File: config.mk
export PLATFORM = sky130hd
export DESIGN_NAME = reg32_byte_reader_flat
export DESIGN_NICKNAME = d
export VERILOG_FILES = /design/src/rtl/reg32_byte_reader_if.sv /design/src/rtl/reg32_byte_reader.sv /design/src/flat_wrapper.sv
export SDC_FILE = /design/constraint.sdc
export NUM_CORES = 1
export LEC_CHECK = 0
export BUFFER_PORTS_ARGS = -buffer_cell sky130_fd_sc_hd__buf_2
export CAP_MARGIN = 20
export CORE_AREA = 4 4 70 72
export CTS_BUF_LIST = sky130_fd_sc_hd__clkbuf_8
export DETAILED_ROUTE_END_ITERATION = 12
export DIE_AREA = 0 0 74 76
export GPL_TIMING_DRIVEN = 0
export PLACE_DENSITY = 0.68
export SKIP_CTS_REPAIR_TIMING = 1
export SYNTH_ARGS = -nofsm -noshare
export SYNTH_HDL_FRONTEND = slang
export SYNTH_SLANG_ARGS = --single-unit
export TNS_END_PERCENT = 20
File: constraint.sdc
create_clock -name clk -period 2.6 [get_ports clk]
set_input_delay 0.52 -clock clk [delete_from_list [all_inputs] [get_ports clk]]
set_output_delay 0.52 -clock clk [all_outputs]
set_load 0.05 [all_outputs]
File: src/rtl/reg32_byte_reader_if.sv
// Handshake bundle between the 32-bit word producer, the byte reader and the
// 8-bit consumer. The master side drives words in and accepts bytes out.
interface reg32_byte_reader_if #(
  parameter int unsigned WORD_W = 32,
  parameter int unsigned BYTE_W = 8
);
  logic              in_valid;
  logic              in_ready;
  logic [WORD_W-1:0] in_data;
  logic              out_valid;
  logic              out_ready;
  logic [BYTE_W-1:0] out_data;
  logic              out_last;
  logic              busy;

  modport master (
    output in_valid, in_data, out_ready,
    input  in_ready, out_valid, out_data, out_last, busy
  );

  modport slave (
    input  in_valid, in_data, out_ready,
    output in_ready, out_valid, out_data, out_last, busy
  );
endinterface

File: src/rtl/reg32_byte_reader.sv
// Word-to-byte unpacker: captures one WORD_W word per input transfer and
// emits it as NB bytes, low byte first (or high byte first with MSB_FIRST).
module reg32_byte_reader #(
  parameter int unsigned WORD_W    = 32,
  parameter int unsigned BYTE_W    = 8,
  parameter bit          MSB_FIRST = 1'b0
) (
  input logic               clk,
  input logic               reset,
  reg32_byte_reader_if.slave bus
);
  localparam int unsigned NB    = WORD_W / BYTE_W;
  localparam int unsigned IDX_W = (NB > 1) ? $clog2(NB) : 1;
  localparam logic [IDX_W-1:0] LAST_IDX = IDX_W'(NB - 1);

  typedef enum logic {IDLE, SEND} state_t;

  state_t              state_q, state_d;
  logic [WORD_W-1:0]   hold_q, hold_d;
  logic [IDX_W-1:0]    idx_q, idx_d;

  logic [IDX_W-1:0]    sel;
  logic [BYTE_W-1:0]   slice;
  logic                out_valid, out_last, in_ready;
  logic                in_fire, out_fire;
  logic [BYTE_W-1:0]   out_data;

  // State register; reset discards any word being read out.
  always_ff @(posedge clk) begin
    if (reset) begin
      state_q <= IDLE;
      hold_q  <= '0;
      idx_q   <= '0;
    end else begin
      state_q <= state_d;
      hold_q  <= hold_d;
      idx_q   <= idx_d;
    end
  end

  // Byte select, handshake outputs and next-state decode.
  always_comb begin
    sel = MSB_FIRST ? (LAST_IDX - idx_q) : idx_q;
    slice = '0;
    for (int unsigned b = 0; b < NB; b++) begin
      if (sel == IDX_W'(b)) slice = hold_q[b*BYTE_W +: BYTE_W];
    end

    out_valid = (state_q == SEND);
    out_last  = out_valid && (idx_q == LAST_IDX);
    out_data  = out_valid ? slice : '0;
    // Accepting on the last beat lets the next word follow with no bubble.
    in_ready  = !out_valid || (out_last && bus.out_ready);
    in_fire   = bus.in_valid && in_ready;
    out_fire  = out_valid && bus.out_ready;

    state_d = state_q;
    hold_d  = hold_q;
    idx_d   = idx_q;
    unique case (state_q)
      IDLE: begin
        if (in_fire) begin
          hold_d  = bus.in_data;
          idx_d   = '0;
          state_d = SEND;
        end
      end
      SEND: begin
        if (out_fire) begin
          if (!out_last) begin
            idx_d = idx_q + 1'b1;
          end else begin
            idx_d = '0;
            if (in_fire) hold_d = bus.in_data;
            else         state_d = IDLE;
          end
        end
      end
      default: state_d = IDLE;
    endcase
  end

  assign bus.out_valid = out_valid;
  assign bus.out_last  = out_last;
  assign bus.out_data  = out_data;
  assign bus.in_ready  = in_ready;
  assign bus.busy      = out_valid;
endmodule
File: src/flat_wrapper.sv
// flat-port wrapper written by rule: the top's interface ports become plain ports
module reg32_byte_reader_flat 
#(
  parameter int unsigned WORD_W    = 32,
  parameter int unsigned BYTE_W    = 8,
  parameter bit          MSB_FIRST = 1'b0
)
  (clk, reset, bus_in_valid, bus_in_data, bus_out_ready, bus_in_ready, bus_out_valid, bus_out_data, bus_out_last, bus_busy);
  reg32_byte_reader_if #(.WORD_W(WORD_W), .BYTE_W(BYTE_W)) bus_i ();
  input logic clk;
  input logic reset;
  input wire logic [$bits(bus_i.in_valid)-1:0] bus_in_valid;
  input wire logic [$bits(bus_i.in_data)-1:0] bus_in_data;
  input wire logic [$bits(bus_i.out_ready)-1:0] bus_out_ready;
  output wire logic [$bits(bus_i.in_ready)-1:0] bus_in_ready;
  output wire logic [$bits(bus_i.out_valid)-1:0] bus_out_valid;
  output wire logic [$bits(bus_i.out_data)-1:0] bus_out_data;
  output wire logic [$bits(bus_i.out_last)-1:0] bus_out_last;
  output wire logic [$bits(bus_i.busy)-1:0] bus_busy;
  assign bus_i.in_valid = bus_in_valid;
  assign bus_i.in_data = bus_in_data;
  assign bus_i.out_ready = bus_out_ready;
  assign bus_in_ready = bus_i.in_ready;
  assign bus_out_valid = bus_i.out_valid;
  assign bus_out_data = bus_i.out_data;
  assign bus_out_last = bus_i.out_last;
  assign bus_busy = bus_i.busy;
  reg32_byte_reader #(.WORD_W(WORD_W), .BYTE_W(BYTE_W), .MSB_FIRST(MSB_FIRST)) u_core (.clk(clk), .reset(reset), .bus(bus_i));
endmodule
==> metrics.yaml <==
power:
  p_int_w: 0.0008775
  power.clock.fraction_pct: 33.0
  p_switching_w: 0.0003177
  switching_share_pct: 26.58
  cellPowerDensity_nw_per_um2: 517.8
  pwr-share-comb_pct: 17.5
  finalPower_w: 0.001195
  vdd_drop_max_uv: 235.3
  leakagePower_nw: 0.9750
  p_seq_share_pct: 49.5
global_routing:
  grt_use_total_pct: 15.33
  antenna_found_initial: 0
  grt_overflow_total: 0
  grt_pass1_wl_um: 6651
  first_global_vias: 1439
  grt_max_degree: 11
sta:
  worst_pin_slew_ns: 0.4118
  maxSlewHeadroom_pct: 72.55
  min_period_ns: 2.487
  fmax_mhz: 402.0
  setup_viol: 0
  fin_crit_sh_pct: 95.67
  holdWs_ns: 0.4759
  fin_setup_tns_ns: 0
  rsz0062_at_grt: "yes"
  clock_skew_ns: 0.007235
  hold_violations: 0
  final-max-slew-violation-count: 0
synthesis:
  synth_area_um2: 1892
  synthDominantCellAreaShare_pct: 37.04
  synth_area_per_cell_um2: 9.365
  yosys_warnings: 0
  synth-seq-area-share_pct: 37.04
  yosysTopAreaCell: "dfxtp_1"
  netlist_top_cells_area: "dfxtp_1 37%, nand2b_1 21%, mux2i_1 17%"
  synth_cell_type_count: 20
  syn-num-nets: 242
  synthCells: 202
  ys_seq_elements: 35
setup_path:
  cp-end-kind: "output pin"
  crit_top_cell: "buf_4"
  crit_fanout: 9
  worstPathCellList: "inv_1 > ha_1 > buf_2 > nor2b_1 > buf_4 > a221oi_1 > o31ai_1 > buf_4"
  crit_family: "buffers and inverters"
  startpoint_type: "flip-flop"
  crit_arrival_ns: 1.97
  worst-r2r-setup-slack_ns: 1.19
  slowest_delay_ns: 0.36
  critPathKind: "flip-flop to output pin"
  crit_buf_inv: 4
  critPathSlowestCell: "dfxtp_2"
  cp.required_ns: 2.08
cells_and_area:
  area_growth_pct: 22.02
  num_antenna_cells: 0
  nNetsFinal: 295
  drive_above_1_share_pct: 25.10
clocking:
  cts_sinks: 35
  htreeDepth: 2
  clock_tree.buffer_depth: 2
  clk_latency_ns: 0.29
  path_clk_slew_ns: 0.06
  numCtsBuffers: 5
  cts_tree: "yes"
  cts-root-buf: "clkbuf_8"
drt:
  wire_per_inst_um: 13.53
  firstDrtPassIters: 4
  wl_um: 4153
  vias_per_cell: 4.844
  drtIter0Drc: 92
  ant_nets: 0
  drc: 0
  vias: 1487
placement:
  numPortBuffers: 46
  hpwlAfterDp_um: 3149
  gp_congestion: 0.7331
min_path:
  hp-class: "input pin to flip-flop"
die:
  rows: 24
  die-area_um2: 5624
  die_w_um: 74
  coreArea_um2: 4294
  initial_core_util_pct: 44.06
  io_pins: 48
  fp.dieH_um: 76
run:
  cap_violations: 0
outcome:
  status: "completed"
-- power by group through the flow --
stage / Sequential [W] / Clock (W) / Combinational (W)
floorplan: 0.000600 / 0 / 0.000146
global placement: 0.000603 / 0 / 0.000205
detailed placement: 0.000603 / 0 / 0.000207
CTS: 0.000591 / 0.000405 / 0.000207
global route: 0.000594 / 0.000425 / 0.000229
finish: 0.000591 / 0.000395 / 0.000209
-- per-layer routing --
metal  GRT usage (%)  wire, um  vias up  share of wire [%]
met5               0         0        -                  0
li1                -         -      787                  -
met2           22.87      1842       38                 44
met4           4.891        54        0                1.3
met1           20.96      1980      656                 48
met3           4.617       276        6                6.6
-- per-stage QoR --
stage / setup WS, ns / utilization (%) / instance area [um^2] / cells
floorplan: -0.2013 / - / 1897 / 202
global placement: 0.3024 / 51.05 / 2192 / 300
detailed placement: 0.2644 / 51.05 / 2192 / 300
CTS: -0.05601 / 53.09 / 2280 / 307
global route: -0.02244 / 53.76 / 2308 / 307
finish: 0.1127 / 53.76 / 2308 / 307
-- cells in the mapped netlist --
library cell   n
a21boi_2       1
a21oi_1        2
a221oi_1       8
and2_1         1
buf_1          1
buf_2          2
buf_4          1
buf_6          4
clkbuf_1      10
dfxtp_1       35
ha_1           4
inv_1          3
mux2i_1       33
nand2_1        2
nand2b_1      65
nand3_1        9
nand4b_1       1
nor2_1         2
nor2b_1       10
o31ai_1        8
-- cells by family (layout without fill, tap and decap cells) --
group / after synthesis / count (layout) / share of synthesized area [%]
adders and majority gates: 4 / 4 / 2.646
AOI/OAI and AO/OA: 19 / 19 / 8.003
buffers and inverters: 21 / 74 / 6.085
DFF: 35 / 35 / 37.04
and+or+nand+nor: 90 / 90 / 28.77
muxes: 33 / 33 / 17.46
-- worst paths after layout --
check,start,to,cells after the start
max,u_core.idx_q[1],bus_out_data[0],8
min,bus_in_valid,u_core.bus.busy,3
max reg2reg,u_core.idx_q[0],u_core.hold_q[26],6
min reg2reg,u_core.hold_q[28],u_core.hold_q[28],2
-- final cells by class --
class | instances | area [um^2]
well taps | 52 | 65.06
inverters | 3 | 11.26
clock inverters | 1 | 5.005
fillers | 432 | 1986
clock buffers | 6 | 82.58
repair buffers | 46 | 254.0
flip-flops and latches | 35 | 701.9
multi-input cells | 146 | 1081
plain buffers | 18 | 107.6
-- cells in the final DEF, fill, tap and decap left out, types with 6 or more instances in the layout --
master and n:
a221oi_1 8, buf_2 39, clkbuf_1 9, o31ai_1 7
clkbuf_8 6, nor2b_1 10, nand2b_1 65, dfxtp_1 34
buf_4 9, nand3_1 9, mux2i_1 33
-- flip-flops by register name, indices dropped and copies added, names as in the netlist --
| name | cells |
|---|---|
| u_core.bus.busy | 1 |
| u_core.hold_q | 32 |
| u_core.idx_q | 2 |
-- worst register-to-register path: cells and delay by family (launching register included) --
family          cells  cell delay, ns
simple gates        1            0.14
flops               1            0.38
compound gates      1            0.08
fa+ha+maj           1            0.22
mux                 1            0.20
buf+inv             2            0.32
(Power assumes the default switching activity.)
